==> src/rtl/shift_stage.sv <==
`default_nettype none
// ============================================================================
// Module      : shift_stage
// Description : Two-stage valid/ready pipelined barrel shifter.
//               S1 captures the request (data, shift amount, op), the shift
//               is evaluated combinationally from S1, and S2 registers the
//               result. Ops: 00 SLL, 01 SRL, 11 SRA, 10 PASS.
//               Optional feature macro: SHIFT_STAGE_SRA_EN
//                 defined   -> op 11 is an arithmetic right shift
//                 undefined -> op 11 is a logical right shift (no sign fill)
//               out_count counts results accepted downstream (wraps at 16b).
// Revision    : 1.0 - initial release
// ============================================================================
module shift_stage #(
    parameter int N = 32
) (
    input  logic                 clk,
    input  logic                 rst,
    input  logic                 in_valid,
    output logic                 in_ready,
    input  logic [N-1:0]         in_data,
    input  logic [$clog2(N)-1:0] in_shamt,
    input  logic [1:0]           in_op,
    output logic                 out_valid,
    input  logic                 out_ready,
    output logic [N-1:0]         out_data,
    output logic [15:0]          out_count
);

    localparam logic [1:0] OP_SLL  = 2'b00;
    localparam logic [1:0] OP_SRL  = 2'b01;
    localparam logic [1:0] OP_PASS = 2'b10;
    localparam logic [1:0] OP_SRA  = 2'b11;

    // Stage 1: captured request
    logic                 s1_valid_q, s1_valid_d;
    logic [N-1:0]         s1_data_q,  s1_data_d;
    logic [$clog2(N)-1:0] s1_shamt_q, s1_shamt_d;
    logic [1:0]           s1_op_q,    s1_op_d;

    // Stage 2: registered result
    logic                 s2_valid_q, s2_valid_d;
    logic [N-1:0]         s2_data_q,  s2_data_d;

    // Accepted-result counter
    logic [15:0]          count_q,    count_d;

    // Handshake / flow-control terms
    logic                 s2_load;
    logic                 s1_adv;
    logic                 in_accept;
    logic                 out_accept;
    logic [N-1:0]         shift_res;

    // S2 can take a new value when empty or when its current result leaves.
    // in_ready is deliberately combinational from out_ready so a full
    // pipeline can move and accept a new request on the same edge.
    always_comb begin
        s2_load    = !s2_valid_q || out_ready;
        s1_adv     = s1_valid_q && s2_load;
        in_ready   = !rst && (!s1_valid_q || s1_adv);
        in_accept  = in_valid && in_ready;
        out_accept = s2_valid_q && out_ready;
    end

    // Shift evaluation between S1 and S2; bits shifted out are dropped.
    always_comb begin
        shift_res = s1_data_q;
        case (s1_op_q)
            OP_SLL:  shift_res = s1_data_q << s1_shamt_q;
            OP_SRL:  shift_res = s1_data_q >> s1_shamt_q;
`ifdef SHIFT_STAGE_SRA_EN
            OP_SRA:  shift_res = $unsigned($signed(s1_data_q) >>> s1_shamt_q);
`else
            OP_SRA:  shift_res = s1_data_q >> s1_shamt_q;
`endif
            OP_PASS: shift_res = s1_data_q;
            default: shift_res = s1_data_q;
        endcase
    end

    // Next-state for both pipeline stages and the result counter.
    always_comb begin
        s1_valid_d = s1_valid_q;
        s1_data_d  = s1_data_q;
        s1_shamt_d = s1_shamt_q;
        s1_op_d    = s1_op_q;
        s2_valid_d = s2_valid_q;
        s2_data_d  = s2_data_q;
        count_d    = count_q;

        if (in_accept) begin
            s1_valid_d = 1'b1;
            s1_data_d  = in_data;
            s1_shamt_d = in_shamt;
            s1_op_d    = in_op;
        end else if (s1_adv) begin
            s1_valid_d = 1'b0;
        end

        if (s2_load) begin
            s2_valid_d = s1_valid_q;
        end
        if (s1_adv) begin
            s2_data_d = shift_res;
        end

        if (out_accept) begin
            count_d = count_q + 16'd1;
        end
    end

    // State registers; reset discards every in-flight request immediately.
    always_ff @(posedge clk or posedge rst) begin
        if (rst) begin
            s1_valid_q <= 1'b0;
            s1_data_q  <= '0;
            s1_shamt_q <= '0;
            s1_op_q    <= OP_SLL;
            s2_valid_q <= 1'b0;
            s2_data_q  <= '0;
            count_q    <= 16'd0;
        end else begin
            s1_valid_q <= s1_valid_d;
            s1_data_q  <= s1_data_d;
            s1_shamt_q <= s1_shamt_d;
            s1_op_q    <= s1_op_d;
            s2_valid_q <= s2_valid_d;
            s2_data_q  <= s2_data_d;
            count_q    <= count_d;
        end
    end

    assign out_valid = s2_valid_q;
    assign out_data  = s2_data_q;
    assign out_count = count_q;

endmodule
`default_nettype wire

==> config.mk <==
export PLATFORM = sky130hd
export DESIGN_NAME = shift_stage
export DESIGN_NICKNAME = d
export VERILOG_FILES = /design/src/rtl/shift_stage.sv
export SDC_FILE = /design/constraint.sdc
export NUM_CORES = 1
export LEC_CHECK = 0
export CAP_MARGIN = 20
export CELL_PAD_IN_SITES_DETAIL_PLACEMENT = 0
export CELL_PAD_IN_SITES_GLOBAL_PLACEMENT = 2
export CORE_ASPECT_RATIO = 2
export CORE_MARGIN = 4
export CORE_UTILIZATION = 41
export CTS_BUF_LIST = sky130_fd_sc_hd__clkbuf_4 sky130_fd_sc_hd__clkbuf_8
export CTS_CLUSTER_DIAMETER = 100
export DETAILED_ROUTE_END_ITERATION = 10
export PLACE_DENSITY_LB_ADDON = 0.2
export SYNTH_ARGS = -nofsm -noshare
export SYNTH_HDL_FRONTEND = slang
export SYNTH_SLANG_ARGS = --single-unit
export TNS_END_PERCENT = 5
==> constraint.sdc <==
create_clock -name clk -period 4.5 [get_ports clk]
set_input_delay 0.45 -clock clk [delete_from_list [all_inputs] [get_ports clk]]
set_output_delay 0.45 -clock clk [all_outputs]
set_load 0.05 [all_outputs]
# --- Word-level counts from Yosys, hierarchy flattened ---
# Index checks and enable logic that the tools add are counted.
word_totals:
  regBits: 89
  latch_bits: 0
  ramBits: 0
  rom_bits: 0
  in_bits: 43
  output_inout_bits: 50
  wordCells: 28
  memories: 0
classes:
  addsub: 1
  mul: 0
  n_div: 0
  magnitude_cmp: 0
  n_eq_ne: 3
  shifts: 2
  n_mux: 3
  bitwise: 0
  n_reduce_logical: 12
op_table:
  columns: ["cell", "n"]
  rows:
  - ["$pmux W32 S3", 1]
  - ["$shl A32 B5 Y32", 1]
  - ["$shr A32 B5 Y32", 1]
  - ["$add A16 B1 Y16 const B", 1]
  - ["$eq A2 B2 Y1 const B", 2]
  - ["$logic_and A1 B1 Y1", 4]
  - ["$logic_not A1 Y1", 3]
  - ["$eq A2 B1 Y1 const B", 1]
  - ["$logic_not A2 Y1", 1]
  - ["$logic_or A1 B1 Y1", 2]
  - ["$mux W1", 2]
  - ["$reduce_bool A2 Y1", 1]
  - ["$reduce_or A2 Y1", 1]

# --- Longest topological paths before layout ---
logic_depth:
  ltp_word: 7
  ltp_mapped: 10
  mapped_depth_nobuf: 6

# --- Least setup slack after synthesis ---
# No wires, ideal clock.
synth_path:
  path_type: "flip-flop to flip-flop"
  startpoint: "register s2_valid_q (netlist: out_valid)"
  endpoint: "register s1_data_q[10]"
  setup_ps: 125
  arrival_time_ps: 2404
  required_ps: 4375
  slack_ps: 1971
  path_stages_with_launch: 6
  n_path_buf: 1
  cell_sequence: "dfrtp_1 nor2b_1 a21oi_1 nand2_1 clkbuf_1 mux2_2"
synth_between:
  elab_chain_len: 6
synth_lines:
  columns: ["element", "line", "source"]
  rows:
  - ["start: declaration", "42", "logic s2_valid_q, s2_valid_d;"]
  - ["start signal: assignment", "128", "s2_valid_q <= s2_valid_d;"]
  - ["$logic_not A1 Y1", "59", "s2_load = !s2_valid_q || out_ready;"]
  - ["$logic_or A1 B1 Y1", "59", null]
  - ["$logic_and A1 B1 Y1", "60", "s1_adv = s1_valid_q && s2_load;"]
  - ["$logic_or A1 B1 Y1", "61", "in_ready = !rst && (!s1_valid_q || s1_adv);"]
  - ["$logic_and A1 B1 Y1", "61", null]
  - ["named net in_ready", "20", "output logic in_ready,"]
  - ["$logic_and A1 B1 Y1", "62", "in_accept = in_valid && in_ready;"]
  - ["end signal: assignment", "125", "s1_data_q <= s1_data_d;"]
  - ["end: declaration", "37", "logic [N-1:0] s1_data_q, s1_data_d;"]
# The timed path passes the listed nets, and every way through them passes these cells.
# A chain may end at the register's enable or synchronous reset.

# --- Final worst setup path ---
layout_path:
  startpoint: "register s1_shamt_q[1]"
  endpoint: "register s2_data_q[19] (netlist: out_data[19])"
layout_between:
  elab_chain_len: 2
  word_cells_on_any_way: 3
  cone_classes: "2 x shift; 1 x mux"
layout_lines:
  columns: ["element", "line", "source"]
  rows:
  - ["start: declaration", "38", "logic [$clog2(N)-1:0] s1_shamt_q, s1_shamt_d;"]
  - ["start signal: assignment", "126", "s1_shamt_q <= s1_shamt_d;"]
  - ["$shr A32 B5 Y32 or $shl A32 B5 Y32 (tied branches)", "71, 75, 70", null]
  - ["$pmux W32 S3 *", "69", "case (s1_op_q)"]
  - ["end signal: assignment", "129", "s2_data_q <= s2_data_d;"]
  - ["end: declaration", "43", "logic [N-1:0] s2_data_q, s2_data_d;"]
# Mark *: on every way between the ends. The rest lies on a longest branch, timed or not.

==> impl_metrics.csv <==
group,metric,value,unit
cells_and_area,final_cell_mix,"92 x clkdlybuf4s50_1, 85 x dfrtp_1, 71 x mux2_2",
logic_synthesis,synth_compound_area_share,15.6,%
setup_path,crit_path_start_kind,"flip-flop",
die,start_util,41.4,%
timing,fin_ws,1.26,ns
detailed_routing,drc,0,
clock_network,clock_sinks,89,
logic_synthesis,synth.area.mux_share,36.6,%
outcome,status,"completed",
timing,fin_crit,3.24,ns
cells_and_area,layout.nets,828,
timing,drv_slew,0,
logic_synthesis,synth_seq_cells,89,
die,fp.dieH,203,microns
timing,worst_pin_slew,1.06,ns
setup_path,critPathRequiredTime,4.78,ns
global_routing,grt_pass1_vias,7263,
global_routing,grt_use_total,30.8,%
timing,holdWs,0.327,ns
timing,relSlewSlack,29.2,%
timing,setup_viol,0,
power,totalPowerFinal,4.61,mW
detailed_routing,drt-total-wl,32.4,mm
global_routing,antenna_found_initial,0,
setup_path,worstSetupEndpointType,"flip-flop",
global_routing,overflow,0,
detailed_routing,vias,7078,
logic_synthesis,synth_edf_count,0,
detailed_routing,wire_per_inst,31.0,microns
logic_synthesis,yosysSeqAreaShare,28.7,%
clock_network,holdBufCountCts,0,
clock_network,ctsHtreeMaxLevel,3,
clock_network,numCtsBuffers,9,
timing,skew,0.0182,ns
die,dieArea,21300,sq um
timing,finalHoldViolations,0,
die,fp-row-count,71,
logic_synthesis,synth_adder_area_share,0.161,%
setup_path,cp.arrival,3.52,ns
logic_synthesis,synth_nets,798,
clock_network,cts_tree,"built",
detailed_routing,dr.pass1.iters,5,
timing,fin_crit_sh,72.0,%
global_routing,grt_max_degree,64,
job,maxCapViolCount,0,
logic_synthesis,synth_area,7760,sq um
clock_network,clkSlewWorstSetupHoldPaths,0.10,ns
logic_synthesis,async_reset_ff_share,100,%
clock_network,clock-root-buffer,"clkbuf_8",
global_routing,grt_pass1_wl,48.7,mm
clock_network,post-cts-setup-buffers,0,
placed_design,port_buffers,92,
detailed_routing,ant_nets,0,
clock_network,clk_latency,0.40,ns
logic_synthesis,synth_cells,754,
cells_and_area,final_util,47.7,%
placed_design,hpwl,23.7,mm
detailed_routing,dr.first_iter.drc_count,770,
logic_synthesis,yosys.area.top_type,"dfrtp_1",
die,design.core.area,18700,sq um
setup_path,cp_max_fo,63,
logic_synthesis,ys.flop_type,"dfrtp_1",
cells_and_area,final_common_cell,"clkdlybuf4s50_1",
cells_and_area,syn_to_final_growth,15.1,%
die,io_pins,93,
logic_synthesis,synth_area_leaders,"dfrtp_1 29%, mux4_2 19%, mux2_2 10%, mux2i_1 7.2%, nor2_1 2.9%",
logic_synthesis,synthXorXnorAreaFrac,1.69,%
cells_and_area,diodes,0,
clock_network,cts_resized,0,
logic_synthesis,synth.distinct_cells,59,
power,power.leakage,3.39,nW
placed_design,dpl_worst_slack,1.28,ns
clock_network,clockBufferDepth,2,
logic_synthesis,synth-simple-area-share,11.1,%
power,p_per_area,516,nW/um^2
logic_synthesis,avgSynthCellArea,10.3,sq um
timing,rsz0062_at_grt,"false",
placed_design,globalplace.congestion,1.03,
logic_synthesis,yosysTopAreaCellShare,28.7,%
die,die_w,105,microns
worst_hold_path,holdCritPathClass,"input port to async pin",
logic_synthesis,synth_top_family_by_area,"multiplexers",
setup_path,crit_type,"flip-flop to flip-flop",
cells_and_area,drive_above_1_share,24.3,%
timing,tns,0,ns
logic_synthesis,synth_warnings,0,
timing,fmax,309,MHz
power,ir_drop,0.000394,V
detailed_routing,viasPerCell,6.78,
[cell families after synthesis]
group                    Yosys count
adder cells (fa/ha/maj)            1
buffers and inverters            102
multiplexers                     193
AO/OA/AOI/OAI                    169
flip-flops                        89
XOR/XNOR                          15
AND/OR/NAND/NOR                  185
[cell type report]
type	instances	area (sq um)
Fill cell	1775	9810
Clock inverter	5	60.1
Tap cell	255	319
Timing Repair Buffer	112	1070
Clock buffer	11	145
Sequential cell	89	2240
Inverter	9	35.0
Multi-Input combinational cell	563	5070
[critical path, stage by stage, from the launching register on]
cell and delay, ns:
dfrtp_4 1.03, buf_4 0.56, mux2i_1 0.34, mux2i_1 0.24
a221o_1 0.35, a221o_1 0.26, o32a_1 0.34
[metrics by stage]
step / std cells / instance area [sq um]
6_report: 1044 / 8930
5_1_grt: 1044 / 8930
4_1_cts: 1044 / 8930
3_5_place_dp: 1028 / 8730
3_3_place_gp: 1028 / 8730
2_1_floorplan: 754 / 7760
[per-layer routing]
layer / up-vias / GRT usage [%] / share of wire [%]
li1: 2964 / - / -
met1: 3560 / 34.6 / 34
met3: 113 / 4.42 / 7.1
met4: 0 / 18.4 / 7.1
met2: 441 / 54.4 / 52
met5: - / 0 / 0
[path summary, 6_finish.rpt]
| path | startpoint | end | slack (ns) | cells after the start |
|---|---|---|---|---|
| worst max-delay path | s1_shamt_q[1] | out_data[19] | 1.26 | 6 |
| worst min-delay path | rst | out_count[0] | 0.33 | 2 |
| worst max register to register | s1_shamt_q[1] | out_data[19] | 1.26 | 6 |
| worst min register to register | out_count[15] | out_count[15] | 0.47 | 1 |
| max in group asynchronous | rst | s1_shamt_q[0] | 3.19 | 3 |
| min in group clk | out_count[15] | out_count[15] | 0.47 | 1 |
[power by group]
group          total, mW  internal [mW]  leakage [nW]  switching, mW
logic               2.55           1.07          2.24           1.48
registers           1.45          0.984          1.05          0.469
clock network      0.608          0.282         0.104          0.326
[synthesized netlist by cell type (9+ instances only)]
master    count
dfrtp_1      89
mux2_2       71
mux4_2       65
nor2_1       59
clkbuf_1     56
mux2i_1      56
nand2_1      50
o21ai_0      27
a21oi_1      23
nand3_1      23
a221oi_1     19
buf_2        18
a31oi_1      15
nor3_1       11
o22ai_1      11
a211oi_1     10
a221o_1       9
[state kept, by name, indices dropped and copies added, names as in the netlist]
register,count
s1_shamt_q,5
out_data,32
s1_valid_q,1
out_count,16
out_valid,1
s1_data_q,32
s1_op_q,2
Power figures use the tool's default switching activity.
